===== config.mk =====
export PLATFORM = sky130hd
export DESIGN_NAME = layer_load_sched
export DESIGN_NICKNAME = d
export VERILOG_FILES = /design/src/rtl/cnn_load_pkg.sv /design/src/rtl/layer_load_sched_seg_counter.sv /design/src/rtl/layer_load_sched.sv
export SDC_FILE = /design/constraint.sdc
export NUM_CORES = 1
export LEC_CHECK = 0
export ABC_CLOCK_PERIOD_IN_PS = 3600
export CAP_MARGIN = 15
export CELL_PAD_IN_SITES_DETAIL_PLACEMENT = 1
export CELL_PAD_IN_SITES_GLOBAL_PLACEMENT = 2
export CORE_UTILIZATION = 28
export CTS_CLUSTER_SIZE = 16
export DETAILED_ROUTE_END_ITERATION = 6
export GPL_ROUTABILITY_DRIVEN = 0
export PLACE_DENSITY = 0.82
export SETUP_SLACK_MARGIN = 0.1
export SLEW_MARGIN = 20
export SYNTH_ARGS = -nofsm -noshare
export SYNTH_HDL_FRONTEND = slang
export SYNTH_SLANG_ARGS = --single-unit

===== constraint.sdc =====
create_clock -name clk -period 3.6 [get_ports clk]
set_input_delay 1.08 -clock clk [delete_from_list [all_inputs] [get_ports clk]]
set_output_delay 1.08 -clock clk [all_outputs]
set_load 0.005 [all_outputs]

===== src/rtl/cnn_load_pkg.sv =====
// Shared types and segment-length tables for the CNN parameter/image load sequencer.
package cnn_load_pkg;

  localparam int NL_DEF      = 6;
  localparam int IMG_CNT_DEF = 2304;
  localparam int CNT_W       = 13;

  typedef enum logic [2:0] {
    IDLE     = 3'd0,
    LOAD_W   = 3'd1,
    LOAD_B   = 3'd2,
    LOAD_IMG = 3'd3,
    FIN      = 3'd4
  } ld_state_e;

  // Words per layer, in load order conv1..conv4, fc6, fc7.
  localparam logic [CNT_W-1:0] WCNT [NL_DEF] = '{13'd180, 13'd3600, 13'd4320, 13'd6048, 13'd6048, 13'd144};
  localparam logic [CNT_W-1:0] BCNT [NL_DEF] = '{13'd20, 13'd20, 13'd24, 13'd28, 13'd24, 13'd6};

endpackage


===== src/rtl/layer_load_sched_seg_counter.sv =====
// Loadable terminal-count counter; flags the beat that completes the current segment
// and self-clears on it so the next segment starts from zero.
module seg_counter #(
  parameter int W = 13
) (
  input  logic         clk,
  input  logic         rst_,
  input  logic         clr_i,
  input  logic         en_i,
  input  logic [W-1:0] limit_i,
  output logic         last_beat_o
);

  logic [W-1:0] cnt_q, cnt_d;

  assign last_beat_o = en_i && (cnt_q == limit_i - W'(1));

  always_comb begin
    cnt_d = cnt_q;
    if (clr_i)            cnt_d = '0;
    else if (last_beat_o) cnt_d = '0;
    else if (en_i)        cnt_d = cnt_q + W'(1);
  end

  always_ff @(posedge clk or posedge rst_) begin
    if (rst_) cnt_q <= '0;
    else      cnt_q <= cnt_d;
  end

endmodule


===== src/rtl/layer_load_sched.sv =====
// Streams one host word sequence into every layer's weight/bias loader, then the image loader.
// Optional LDSCHED_SKIP_RELOAD_EN: start with params_valid_keep skips straight to the image once loaded.
module layer_load_sched
  import cnn_load_pkg::*;
#(
  parameter int BIT     = 32,
  parameter int NL      = NL_DEF,
  parameter int IMG_CNT = IMG_CNT_DEF
) (
  input  logic           clk,
  input  logic           rst_,
  input  logic           start,
  input  logic           abort,
`ifdef LDSCHED_SKIP_RELOAD_EN
  input  logic           params_valid_keep,
`endif
  input  logic [BIT-1:0] s_data,
  input  logic           s_valid,
  output logic           s_ready,
  output logic [BIT-1:0] data_out,
  output logic [NL-1:0]  control_weight,
  output logic [NL-1:0]  control_bias,
  output logic           control_image,
  output logic [2:0]     layer_idx,
  output logic           busy,
  output logic           done
);

  localparam logic [2:0] LAST_LAYER = 3'(NL - 1);
  localparam logic [2:0] IMG_LAYER  = 3'(NL);

  ld_state_e        state_q, state_d;
  logic [2:0]       layer_q, layer_d;
  logic [BIT-1:0]   data_q, data_d;
  logic [NL-1:0]    cw_q, cw_d, cb_q, cb_d;
  logic             ci_q, ci_d;
  logic             done_q, done_d;
  logic             beat, last_beat, cnt_clr, eff_abort, keep_ok;
  logic [CNT_W-1:0] seg_limit;

  assign s_ready   = (state_q == LOAD_W) || (state_q == LOAD_B) || (state_q == LOAD_IMG);
  assign busy      = (state_q != IDLE);
  assign beat      = s_valid && s_ready;
  assign eff_abort = abort && busy;
  assign cnt_clr   = eff_abort || ((state_q == IDLE) && start);

`ifdef LDSCHED_SKIP_RELOAD_EN
  logic loaded_q, loaded_d;

  assign keep_ok = params_valid_keep && loaded_q;

  always_comb begin
    loaded_d = loaded_q;
    if ((state_q == FIN) && !abort) loaded_d = 1'b1;
    if (eff_abort)                  loaded_d = 1'b0;
  end

  always_ff @(posedge clk or posedge rst_) begin
    if (rst_) loaded_q <= 1'b0;
    else      loaded_q <= loaded_d;
  end
`else
  assign keep_ok = 1'b0;
`endif

  always_comb begin
    case (state_q)
      LOAD_W:  seg_limit = WCNT[layer_q];
      LOAD_B:  seg_limit = BCNT[layer_q];
      default: seg_limit = CNT_W'(IMG_CNT);
    endcase
  end

  seg_counter #(.W(CNT_W)) u_seg_counter (
    .clk         (clk),
    .rst_        (rst_),
    .clr_i       (cnt_clr),
    .en_i        (beat),
    .limit_i     (seg_limit),
    .last_beat_o (last_beat)
  );

  always_comb begin
    state_d = state_q;
    layer_d = layer_q;
    case (state_q)
      IDLE: begin
        if (start) begin
          state_d = keep_ok ? LOAD_IMG : LOAD_W;
          layer_d = keep_ok ? IMG_LAYER : 3'd0;
        end
      end
      LOAD_W: begin
        if (last_beat) state_d = LOAD_B;
      end
      LOAD_B: begin
        if (last_beat) begin
          if (layer_q == LAST_LAYER) begin
            state_d = LOAD_IMG;
            layer_d = IMG_LAYER;
          end else begin
            state_d = LOAD_W;
            layer_d = layer_q + 3'd1;
          end
        end
      end
      LOAD_IMG: begin
        if (last_beat) state_d = FIN;
      end
      FIN: begin
        state_d = IDLE;
        layer_d = 3'd0;
      end
      default: begin
        state_d = IDLE;
        layer_d = 3'd0;
      end
    endcase
    // Abort wins over any segment transition, including the final one.
    if (eff_abort) begin
      state_d = IDLE;
      layer_d = 3'd0;
    end
  end

  // Strobes and data register one cycle behind the accepted beat.
  always_comb begin
    cw_d   = '0;
    cb_d   = '0;
    ci_d   = 1'b0;
    data_d = beat ? s_data : data_q;
    if (beat) begin
      case (state_q)
        LOAD_W:   cw_d = NL'(1) << layer_q;
        LOAD_B:   cb_d = NL'(1) << layer_q;
        LOAD_IMG: ci_d = 1'b1;
        default:  ci_d = 1'b0;
      endcase
    end
    // Registered so done follows the final image strobe by one cycle.
    done_d = (state_q == FIN) && !abort;
  end

  always_ff @(posedge clk or posedge rst_) begin
    if (rst_) begin
      state_q <= IDLE;
      layer_q <= 3'd0;
      data_q  <= '0;
      cw_q    <= '0;
      cb_q    <= '0;
      ci_q    <= 1'b0;
      done_q  <= 1'b0;
    end else begin
      state_q <= state_d;
      layer_q <= layer_d;
      data_q  <= data_d;
      cw_q    <= cw_d;
      cb_q    <= cb_d;
      ci_q    <= ci_d;
      done_q  <= done_d;
    end
  end

  assign data_out       = data_q;
  assign control_weight = cw_q;
  assign control_bias   = cb_q;
  assign control_image  = ci_q;
  assign layer_idx      = layer_q;
  assign done           = done_q;

endmodule

==> reports/results.tsv, run 1 <==
stage	metric	value	unit
outcome	status	finished, final reports clean	
grt	antenna_found_initial	0	
synthesis	yosys.area_share.simple	19.15	%
timing	rsz0062_at_grt	yes	
final_layout	drive_above_1_share	21.88	%
clock_network	cts_inserted_buffers	9	
placed_design	port_buffers	87	
detailed_routing	drtIter0Drc	171	
final_layout	syn_to_final_growth	44.69	%
synthesis	syn_area	3502	um^2
synthesis	ys_seq_elements	65	
clock_network	cts_root_buf	clkbuf_16	
synthesis	yosysUniqueCellTypes	61	
floorplan	rows	40	
synthesis	ys_top_cells_by_area	dfrtp_1 (46%), mux2_2 (10%), ha_1 (3.6%)	
detailed_routing	drc	0	
clock_network	max-clock-path-buffers	2	
critical_path	rr_worst_depth	11	
clock_network	cts_tree	yes	
floorplan	initial_core_util	28.92	%
detailed_routing	wl_per_cell	16.98	um
synthesis	ys_warn_count	0	
timing	period_needed	3.421	ns
synthesis	async_flop_share	100.0	%
final_layout	final_cells	616	
clock_network	htreeDepth	3	
timing	slew_viol_final	0	
floorplan	die_x	113.8	um
synthesis	synth-edff-count	0	
timing	relSlewSlack	53.96	%
critical_path	crit_type	flop to flop	
placed_design	dpl.hpwl	7714	um
final_layout	antenna_cells	0	
synthesis	synth_compound_gate_area_share	14.33	%
synthesis	ys_dominant_reg_cell	dfrtp_1	
critical_path	worst_setup_path_end_kind	flop	
synthesis	netlist_instances	339	
hold_path	worstHoldPathType	flop to flop	
synthesis	synthAdderAreaFrac	3.573	%
placed_design	dp_cells	598	
pwr	peakVddDrop	0.1832	mV
synthesis	synth_area_per_cell	10.33	um^2
synthesis	synth_nets	386	
detailed_routing	first_pass_iters	4	
synthesis	seq_area_frac_synth	46.45	%
pwr	power_leakage	2.113	nW
critical_path	critical_path_arrival	3.68	ns
timing	period_share	95.04	%
clock_network	clk_latency	0.34	ns
critical_path	crit_required	3.86	ns
timing	skew	0.007837	ns
grt	grt_first_pass_wirelength	17070	um
timing	finalSetupViolCount	0	
job	maxCapViolations	0	
grt	grt.total_usage	17.08	%
floorplan	die_h	113.8	um
hold_path	hold_depth	1	
detailed_routing	viasPerCell	4.966	
timing	worst_slew_pin_slew	0.6896	ns
clock_network	clk_pin_slew	0.06	ns
detailed_routing	drt_wl_total	10460	um
floorplan	core_region_area	12110	um^2
grt	grt-ovfl-total	0	
critical_path	crit_path_start_kind	flop	
synthesis	muxShareOfSynthArea	10.29	%
timing	hold_viol	0	
pwr	p_per_area	442.6	nW/um^2
floorplan	dieArea	12960	um^2
synthesis	synth_top_family_by_area	simple AND/OR/NAND/NOR gates	
timing	max_freq	292.3	MHz
detailed_routing	ant_nets	0	
synthesis	synth_top_area_share	46.45	%
clock_network	clock-sinks	65	
critical_path	crit_fanout	6	
pwr	power	2.243	mW
floorplan	ios	88	
grt	grt_max_degree	36	
final_layout	final_nets	490	
detailed_routing	routed-via-count	3059	
timing	final.setup.tns	0	ns
synthesis	synthXorXnorAreaFrac	2.751	%
grt	grt_pass1_vias	3262	
synthesis	synth_top_area_cell	dfrtp_1	
[path summary, 6_finish.rpt]
check | from | to | slack (ns)
setup / recovery | layer_idx[0]$_DFFE_PP0P_ | layer_idx[0]$_DFFE_PP0P_ | 0.18
hold / removal | data_out[0]$_DFFE_PP0P_ | data_out[0]$_DFFE_PP0P_ | 0.50
setup reg to reg | layer_idx[0]$_DFFE_PP0P_ | layer_idx[0]$_DFFE_PP0P_ | 0.18
hold reg to reg | data_out[0]$_DFFE_PP0P_ | data_out[0]$_DFFE_PP0P_ | 0.50
max in group asynchronous | rst_ | u_seg_counter.cnt_q[12]$_DFFE_PP0P_ | 1.79
min in group asynchronous | rst_ | state_q[2]$_DFFE_PP0P_ | 1.18
[power by group]
group	total, mW	internal, mW	leakage [nW]	switching [mW]
clock network	0.795	0.461	0.128	0.334
registers	0.883	0.831	0.828	0.0521
logic	0.566	0.348	1.16	0.218
total	2.24	1.64	2.11	0.604
[cells in the final DEF (no fill, tap or decap), types with 3 or more instances in the layout]
cell             Yosys  routed
a21oi_1              4       4
nand3_1             16      16
nor2b_1              4       4
xor2_1               5       5
and3_1               5       5
nor2_1              27      25
dfrtp_1             65      62
clkinv_2             0       4
dfrtp_2              0       3
nand4_1              7       7
nand2_1             27      27
nor3_1               9       9
or3_1                4       4
inv_1               11      10
ha_1                10      10
o21ai_1              4       4
xnor2_1              6       5
a31oi_1              4       4
clkbuf_16            0       9
a21o_1               4       4
clkdlybuf4s50_1      0      87
o211ai_1             5       5
o21ai_0             13      11
o21a_1               3       3
mux2_2              32      32
buf_4                0      20
nand2b_1             6       6
a211oi_1             4       3
[per-stage QoR]
stage	hold WS [ns]	util [%]	instance area, um^2	setup slack, ns
2_1_floorplan	0.5042	-	3502	0.1401
3_5_place_dp	0.4926	38.72	4690	-0.04099
3_3_place_gp	0.4847	38.72	4690	0.06311
6_report	0.5018	41.84	5067	0.1786
4_1_cts	0.5054	41.01	4967	0.1175
5_1_grt	0.5202	41.84	5067	-0.03632
[cells in the mapped netlist, drive strengths merged (2+ instances only)]
cell / count
a2111oi: 3
a211o: 2
a211oi: 4
a21o: 4
a21oi: 4
a311oi: 2
a31oi: 4
a32oi: 2
and2: 3
and3: 5
buf: 5
clkbuf: 12
dfrtp: 65
ha: 10
inv: 11
mux2: 32
nand2: 27
nand2b: 6
nand3: 16
nand4: 7
nor2: 28
nor2b: 4
nor3: 10
nor3b: 3
nor4: 3
o211ai: 5
o21a: 3
o21ai: 18
o21bai: 4
o22ai: 3
o41ai: 2
or3: 5
or3b: 2
xnor2: 6
xor2: 5
[sequential cells by signal (all words and copies together), names as in the netlist]
| name | flops |
|---|---|
| done | 1 |
| control_weight | 6 |
| control_image | 1 |
| control_bias | 6 |
| state_q | 3 |
| data_out | 32 |
| layer_idx | 3 |
| u_seg_counter.cnt_q | 13 |
[cell type report]
type | count | area (um^2)
timing repair buffer | 110 | 1072
clock buffer | 10 | 229.0
clock inverter | 6 | 35.03
inverter | 12 | 45.04
multi-input combinational | 245 | 1846
fill | 1361 | 7044
sequential | 65 | 1630
tap | 168 | 210.2
[worst max-delay path: stages (launching register included)]
cell	delay, ns
dfrtp_1	0.42
buf_4	0.18
ha_1	0.20
nand2b_1	0.08
a31oi_1	0.44
nor2_1	0.23
and4_1	0.27
a2111oi_4	0.38
nand4_1	0.25
or2_4	0.33
or3_4	0.42
o21ai_2	0.15
[logic make-up (layout without fill, tap and decap cells)]
group,after synthesis,count (layout)
compound gates,67,67
xor+xnor,11,11
fa+ha+maj,10,10
buf+inv,29,138
flops,65,65
mux,32,32
simple gates,125,125
[routing by layer]
layer	share of wire, %	GRT usage (%)	up-vias
met5	0	0	-
met4	1.8	6.753	0
met3	4.9	2.976	13
met2	47	28.46	92
met1	47	22.04	1517
li1	-	-	1437
[repair_timing]
| item | in CTS | in global routing |
|---|---|---|
| resized for setup | 4 | 19 |
| pin swaps | 3 | 11 |
| hold endpoints to repair | 0 | 0 |
| hold buffers | 0 | 0 |
| buffers inserted | 0 | 2 |
| endpoints found under the setup margin | 3 | 18 |
No activity file was read; power rests on OpenSTA's default activity.
==> inputs of run 2 (changes only) <==
--- a/config.mk
+++ b/config.mk
@@ -9,11 +9,12 @@
 export CAP_MARGIN = 15
 export CELL_PAD_IN_SITES_DETAIL_PLACEMENT = 1
 export CELL_PAD_IN_SITES_GLOBAL_PLACEMENT = 2
-export CORE_UTILIZATION = 28
+export CORE_UTILIZATION = 25
 export CTS_CLUSTER_SIZE = 16
 export DETAILED_ROUTE_END_ITERATION = 6
 export GPL_ROUTABILITY_DRIVEN = 0
-export PLACE_DENSITY = 0.82
+export MAX_ROUTING_LAYER = met4
+export PLACE_DENSITY = 0.75
 export SETUP_SLACK_MARGIN = 0.1
 export SLEW_MARGIN = 20
 export SYNTH_ARGS = -nofsm -noshare
==> reports/results.tsv, run 2 (synthesized netlist as in run 1, its figures left out) <==
stage	metric	value	unit	change
floorplan	die_x	120.4	um	was 113.8 um
hold_path	hold_depth	1		unchanged
detailed_routing	drt_wl_total	10620	um	was 10460 um
timing	slew_viol_final	0		unchanged
final_layout	multi_input_area	1814	um^2	was 1846 um^2
final_layout	layout_common_cells	clkdlybuf4s50_1 (87), dfrtp_1 (61), mux2_2 (32), buf_4 (31)		was clkdlybuf4s50_1 (87), dfrtp_1 (62), mux2_2 (32), nand2_1 (27), nor2_1 (25)
floorplan	initial_core_util	26.03	%	was 28.92%
final_layout	filler_cell_count	1504		was 1361
timing	rsz0062_at_grt	yes		unchanged
timing	period_needed	3.458	ns	was 3.421 ns
floorplan	dieArea	14490	um^2	was 12960 um^2
job	maxCapViolations	0		unchanged
hold_path	holdCritStartpoint	data_out[5]$_DFFE_PP0P_		was data_out[0]$_DFFE_PP0P_
placed_design	dp_slack	-0.04431	ns	was -0.04099 ns
placed_design	dpl_cell_area	4700	um^2	was 4690 um^2
clock_network	cts_inserted_buffers	9		unchanged
pwr	p_switching	0.6089	mW	was 0.6039 mW
pwr	power	2.325	mW	was 2.243 mW
pwr	peakVddDrop	0.2312	mV	was 0.1832 mV
detailed_routing	drtIter0Drc	176		was 171
final_layout	final_nets	503		was 490
floorplan	rows	42		was 40
timing	holdWs	0.5007	ns	was 0.5018 ns
grt	grt_pass1_vias	3282		was 3262
pwr	p_per_area	447.3	nW/um^2	was 442.6 nW/um^2
pwr	swShare	26.19	%	was 26.92%
outcome	status	finished, final reports clean		unchanged
final_layout	drive_above_1_share	24.08	%	was 21.88%
grt	grt.total_usage	15.60	%	was 17.08%
final_layout	antenna_cells	0		unchanged
critical_path	critical_path_arrival	3.71	ns	was 3.68 ns
detailed_routing	routed-via-count	3152		was 3059
critical_path	rr_worst_depth	12		was 11
timing	finalSetupViolCount	0		unchanged
pwr	power_leakage	2.189	nW	was 2.113 nW
critical_path	crit_path_start_kind	flop		unchanged
clock_network	htreeDepth	3		unchanged
critical_path	worst_setup_path_end_kind	flop		unchanged
final_layout	fin_area	5197	um^2	was 5067 um^2
final_layout	syn_to_final_growth	48.41	%	was 44.69%
pwr	p_int	1.716	mW	was 1.639 mW
final_layout	ff_latch_area	1632	um^2	was 1630 um^2
detailed_routing	first_pass_iters	4		unchanged
pwr	p_clk_share	37.7	%	was 35.4%
clock_network	clk_latency	0.33	ns	was 0.34 ns
timing	skew	0.004524	ns	was 0.007837 ns
final_layout	final_util	38.63	%	was 41.84%
critical_path	crit_type	flop to flop		unchanged
placed_design	port_buffers	87		unchanged
clock_network	hold_buffers	0		unchanged
timing	max_freq	289.2	MHz	was 292.3 MHz
timing	period_share	96.06	%	was 95.04%
detailed_routing	viasPerCell	4.948		was 4.966
clock_network	cts_root_buf	clkbuf_16		unchanged
detailed_routing	drc	0		unchanged
clock_network	clock-sinks	65		unchanged
clock_network	clk_pin_slew	0.06	ns	about the same
timing	worst_slew_pin_slew	0.6997	ns	was 0.6896 ns
critical_path	crit_fanout	6		unchanged
pwr	pwr-share-comb	24.5	%	was 25.2%
timing	relSlewSlack	53.28	%	was 53.96%
floorplan	core_region_area	13450	um^2	was 12110 um^2
timing	fin_ws	0.1419	ns	was 0.1786 ns
grt	grt_first_pass_wirelength	17210	um	was 17070 um
critical_path	crit_required	3.85	ns	was 3.86 ns
grt	grt-ovfl-total	0		unchanged
hold_path	min_to	data_out[5]$_DFFE_PP0P_		was data_out[0]$_DFFE_PP0P_
pwr	pwr-share-seq	37.8	%	was 39.4%
placed_design	dpl.hpwl	7546	um	was 7714 um
clock_network	max-clock-path-buffers	2		unchanged
grt	grt_max_degree	36		unchanged
detailed_routing	ant_nets	0		unchanged
final_layout	final_common_cell	clkdlybuf4s50_1		unchanged
final_layout	largest_reg_flops	32		unchanged
critical_path	worstReg2RegStart	state_q[2]$_DFFE_PP0P_		was layer_idx[0]$_DFFE_PP0P_
timing	hold_viol	0		unchanged
floorplan	die_h	120.4	um	was 113.8 um
critical_path	reg2reg_slack	0.14	ns	was 0.18 ns
grt	antenna_found_initial	0		unchanged
detailed_routing	wl_per_cell	16.66	um	was 16.98 um
floorplan	ios	88		unchanged
hold_path	worstHoldPathType	flop to flop		unchanged
clock_network	cts_tree	yes		unchanged
critical_path	r2r-end	layer_idx[1]$_DFFE_PP0P_		was layer_idx[0]$_DFFE_PP0P_
run 2: worst max-delay path, cell delays in order, from the launching register on:
cell and delay (ns):
dfrtp_2 0.42, buf_4 0.15, buf_4 0.13, or3b_1 0.53
o22ai_4 0.25, nor3_2 0.08, o311a_1 0.35, a311oi_1 0.31
nand4_1 0.18, buf_4 0.19, or2_4 0.23, or3_4 0.40
o21ai_1 0.15
run 2: power groups by stage:
stage	logic (mW)	registers, mW	clock network, mW
after floorplan	0.230	0.900	0
after global placement	0.544	0.888	0
after detailed placement	0.552	0.895	0
after CTS	0.554	0.881	0.900
after global routing	0.618	0.896	0.924
final	0.570	0.879	0.876
run 2: worst max path at each step:
| stage | start | to | slack, ns | cells past startpoint |
|---|---|---|---|---|
| 3_3_place_gp | s_valid | layer_idx[1]$_DFFE_PP0P_ | 0.05 | 9 |
| 3_5_place_dp | s_valid | layer_idx[1]$_DFFE_PP0P_ | -0.04 | 9 |
| 5_1_grt | state_q[1]$_DFFE_PP0P_ | layer_idx[1]$_DFFE_PP0P_ | -0.06 | 16 |
| 2_1_floorplan | state_q[2]$_DFFE_PP0P_ | layer_idx[1]$_DFFE_PP0P_ | 0.14 | 15 |
| 6_report | state_q[2]$_DFFE_PP0P_ | layer_idx[1]$_DFFE_PP0P_ | 0.14 | 12 |
| 4_1_cts | state_q[2]$_DFFE_PP0P_ | u_seg_counter.cnt_q[9]$_DFFE_PP0P_ | 0.11 | 15 |
run 2: layer usage:
metal	vias up	part of all wire, %	global-route usage, %
met2	98	46	23.24
met4	0	2.7	6.944
li1	1473	-	-
met1	1559	46	20.55
met5	-	0	-
met3	22	5.6	3.019
run 2: layout make-up:
type	count	share of cell area, %
clock buffer	9	4.333
clock inverter	7	1.348
inverter	12	0.8666
multi-input combinational	245	34.91
sequential	65	31.39
tap	176	4.237
timing repair buffer	123	22.92
run 2: stage by stage:
step	setup TNS, ns	std cells
after global routing	-0.1224	637
after CTS	0	625
after detailed placement	-0.08190	606
final	0	637
after global placement	0	606
after floorplan	0	339
run 2: what timing repair did:
| item | 4_1_cts | 5_1_grt |
|---|---|---|
| setup buffers | 3 | 11 |
| resized for setup | 3 | 19 |
| endpoints found under the setup margin | 4 | 19 |
| cloned | 0 | 1 |
| pin swaps | 3 | 9 |
==> inputs of run 3 (changes only) <==
--- a/config.mk
+++ b/config.mk
@@ -6,13 +6,13 @@
 export NUM_CORES = 1
 export LEC_CHECK = 0
 export ABC_CLOCK_PERIOD_IN_PS = 3600
-export CAP_MARGIN = 15
+export CAP_MARGIN = 30
 export CELL_PAD_IN_SITES_DETAIL_PLACEMENT = 1
 export CELL_PAD_IN_SITES_GLOBAL_PLACEMENT = 2
+export CORE_ASPECT_RATIO = 0.75
 export CORE_UTILIZATION = 25
 export CTS_CLUSTER_SIZE = 16
 export DETAILED_ROUTE_END_ITERATION = 6
-export GPL_ROUTABILITY_DRIVEN = 0
 export MAX_ROUTING_LAYER = met4
 export PLACE_DENSITY = 0.75
 export SETUP_SLACK_MARGIN = 0.1
==> reports/results.tsv, run 3 (synthesized netlist as in run 1, its figures left out) <==
stage	metric	value	unit	change
final_layout	final_util	37.23	%	was 38.63%
floorplan	ios	88		unchanged
clock_network	htreeDepth	3		unchanged
final_layout	syn_to_final_growth	45.66	%	was 48.41%
critical_path	worst_setup_path_end_kind	flop		unchanged
final_layout	final_nets	494		was 503
timing	finalSetupViolCount	0		unchanged
critical_path	worstReg2RegStart	state_q[1]$_DFFE_PP0P_		was state_q[2]$_DFFE_PP0P_
floorplan	dieArea	14490	um^2	about the same
final_layout	final_common_cell	clkdlybuf4s50_1		unchanged
timing	period_share	95.91	%	was 96.06%
critical_path	crit_path_start_kind	flop		unchanged
timing	skew	0.006835	ns	was 0.004524 ns
clock_network	cts_tree	yes		unchanged
floorplan	initial_core_util	25.56	%	was 26.03%
grt	grt_pass1_vias	3166		was 3282
outcome	status	complete, but fails checks		was finished, final reports clean
final_layout	drive_above_1_share	20.58	%	was 24.08%
detailed_routing	drt_wl_total	10730	um	was 10620 um
clock_network	cts_inserted_buffers	9		unchanged
detailed_routing	drtIter0Drc	156		was 176
pwr	p_per_area	474.0	nW/um^2	was 447.3 nW/um^2
placed_design	gp_congestion	0.8176		
detailed_routing	routed-via-count	3123		was 3152
timing	holdWs	0.5025	ns	was 0.5007 ns
clock_network	clock-sinks	65		unchanged
detailed_routing	first_pass_iters	6		was 4
final_layout	layout_common_cells	clkdlybuf4s50_1 (87), dfrtp_1 (62), mux2_2 (32), nor2_1 (27), nand2_1 (27)		was clkdlybuf4s50_1 (87), dfrtp_1 (61), mux2_2 (32), buf_4 (31)
floorplan	rows	37		was 42
outcome	violations	design-rule violations		
critical_path	crit_type	flop to flop		unchanged
timing	slew_viol_final	0		unchanged
hold_path	holdCritStartpoint	data_out[29]$_DFFE_PP0P_		was data_out[5]$_DFFE_PP0P_
timing	worst_slew_pin_slew	0.6701	ns	was 0.6997 ns
timing	rsz0062_at_grt	yes		unchanged
floorplan	die_h	104.5	um	was 120.4 um
critical_path	critical_path_arrival	3.67	ns	was 3.71 ns
pwr	power_leakage	2.139	nW	was 2.189 nW
clock_network	clk_pin_slew	0.06	ns	about the same
detailed_routing	drc	18		was 0
grt	antenna_found_initial	0		unchanged
grt	grt_first_pass_wirelength	17410	um	was 17210 um
pwr	peakVddDrop	0.2430	mV	was 0.2312 mV
floorplan	die_x	138.7	um	was 120.4 um
final_layout	antenna_cells	0		unchanged
timing	hold_viol	0		unchanged
grt	grt-ovfl-total	0		unchanged
detailed_routing	viasPerCell	4.981		was 4.948
timing	max_freq	289.6	MHz	was 289.2 MHz
timing	relSlewSlack	54.76	%	was 53.28%
grt	grt_max_degree	38		was 36
placed_design	dpl.hpwl	8004	um	was 7546 um
detailed_routing	ant_nets	0		unchanged
clock_network	max-clock-path-buffers	2		unchanged
clock_network	hold_buffers	0		unchanged
final_layout	largest_reg_flops	32		unchanged
placed_design	port_buffers	87		unchanged
critical_path	cp-startpoint	state_q[1]$_DFFE_PP0P_		was state_q[2]$_DFFE_PP0P_
clock_network	clk_latency	0.33	ns	about the same
detailed_routing	wl_per_cell	17.12	um	was 16.66 um
job	maxCapViolations	0		unchanged
clock_network	cts_root_buf	clkbuf_16		unchanged
grt	grt.total_usage	15.79	%	was 15.60%
critical_path	crit_required	3.82	ns	was 3.85 ns
hold_path	worstHoldPathType	flop to flop		unchanged
floorplan	core_region_area	13700	um^2	was 13450 um^2
critical_path	crit_fanout	5		was 6
timing	period_needed	3.453	ns	was 3.458 ns
## run 3: metrics by stage
stage	TNS (ns)	worst slack (ns)	instances	area [um^2]	power, mW
finish	0	0.1472	627	5101	2.418
global route	-0.09252	-0.02459	627	5101	2.538
CTS	0	0.1075	623	5050	2.444
detailed placement	-0.2366	-0.1199	606	4706	1.456
global placement	-0.001239	-0.001239	606	4706	1.434
floorplan	0	0.1401	339	3502	1.130
## run 3: power breakdown
part,switching [mW],total (mW),internal [mW]
clock,0.347,0.975,0.628
sequential,0.0532,0.883,0.830
combinational,0.218,0.560,0.342
total,0.618,2.42,1.80
## run 3: path summary, 6_finish.rpt
check	end	slack (ns)	cells after the start
hold / removal	data_out[29]$_DFFE_PP0P_	0.50	1
min in group asynchronous	data_out[20]$_DFFE_PP0P_	1.16	2
setup / recovery	layer_idx[1]$_DFFE_PP0P_	0.15	13
setup reg to reg	layer_idx[1]$_DFFE_PP0P_	0.15	13
max in group asynchronous	state_q[1]$_DFFE_PP0P_	1.78	3
hold reg to reg	data_out[29]$_DFFE_PP0P_	0.50	1
## run 3: timing repair
| action | 4_1_cts | 5_1_grt |
|---|---|---|
| setup endpoints to repair | 2 | 19 |
| setup buffers | 1 | 4 |
| resized for setup | 2 | 6 |
| pin swaps | 1 | 3 |
## run 3: area by class of cell
class                   instances  area (um^2)
clock buffers                  10        239.0
inverters                      12        45.04
fillers                      1554         8602
repair buffers                114         1099
clock inverters                 6        90.09
multi-input cells             245         1779
well taps                     175        219.0
flip-flops and latches         65         1630
## run 3: layer usage
layer | GRT usage, % | up-vias | wire (um)
li1 | - | 1456 | -
met1 | 22.25 | 1556 | 5389
met2 | 22.26 | 101 | 4522
met3 | 3.959 | 10 | 729
met4 | 4.286 | 0 | 93
met5 | - | - | 0
## run 3: worst max-delay path: stages, from the launching register on
cell	delay, ns
dfrtp_2	0.43
or3b_4	0.40
o21ai_1	0.13
a22oi_1	0.09
ha_1	0.31
xor2_1	0.15
nand2_1	0.08
a211oi_2	0.14
nand4_1	0.15
nor4_2	0.32
nand4_1	0.25
or4b_2	0.69
nand4_1	0.12
o21ai_1	0.07
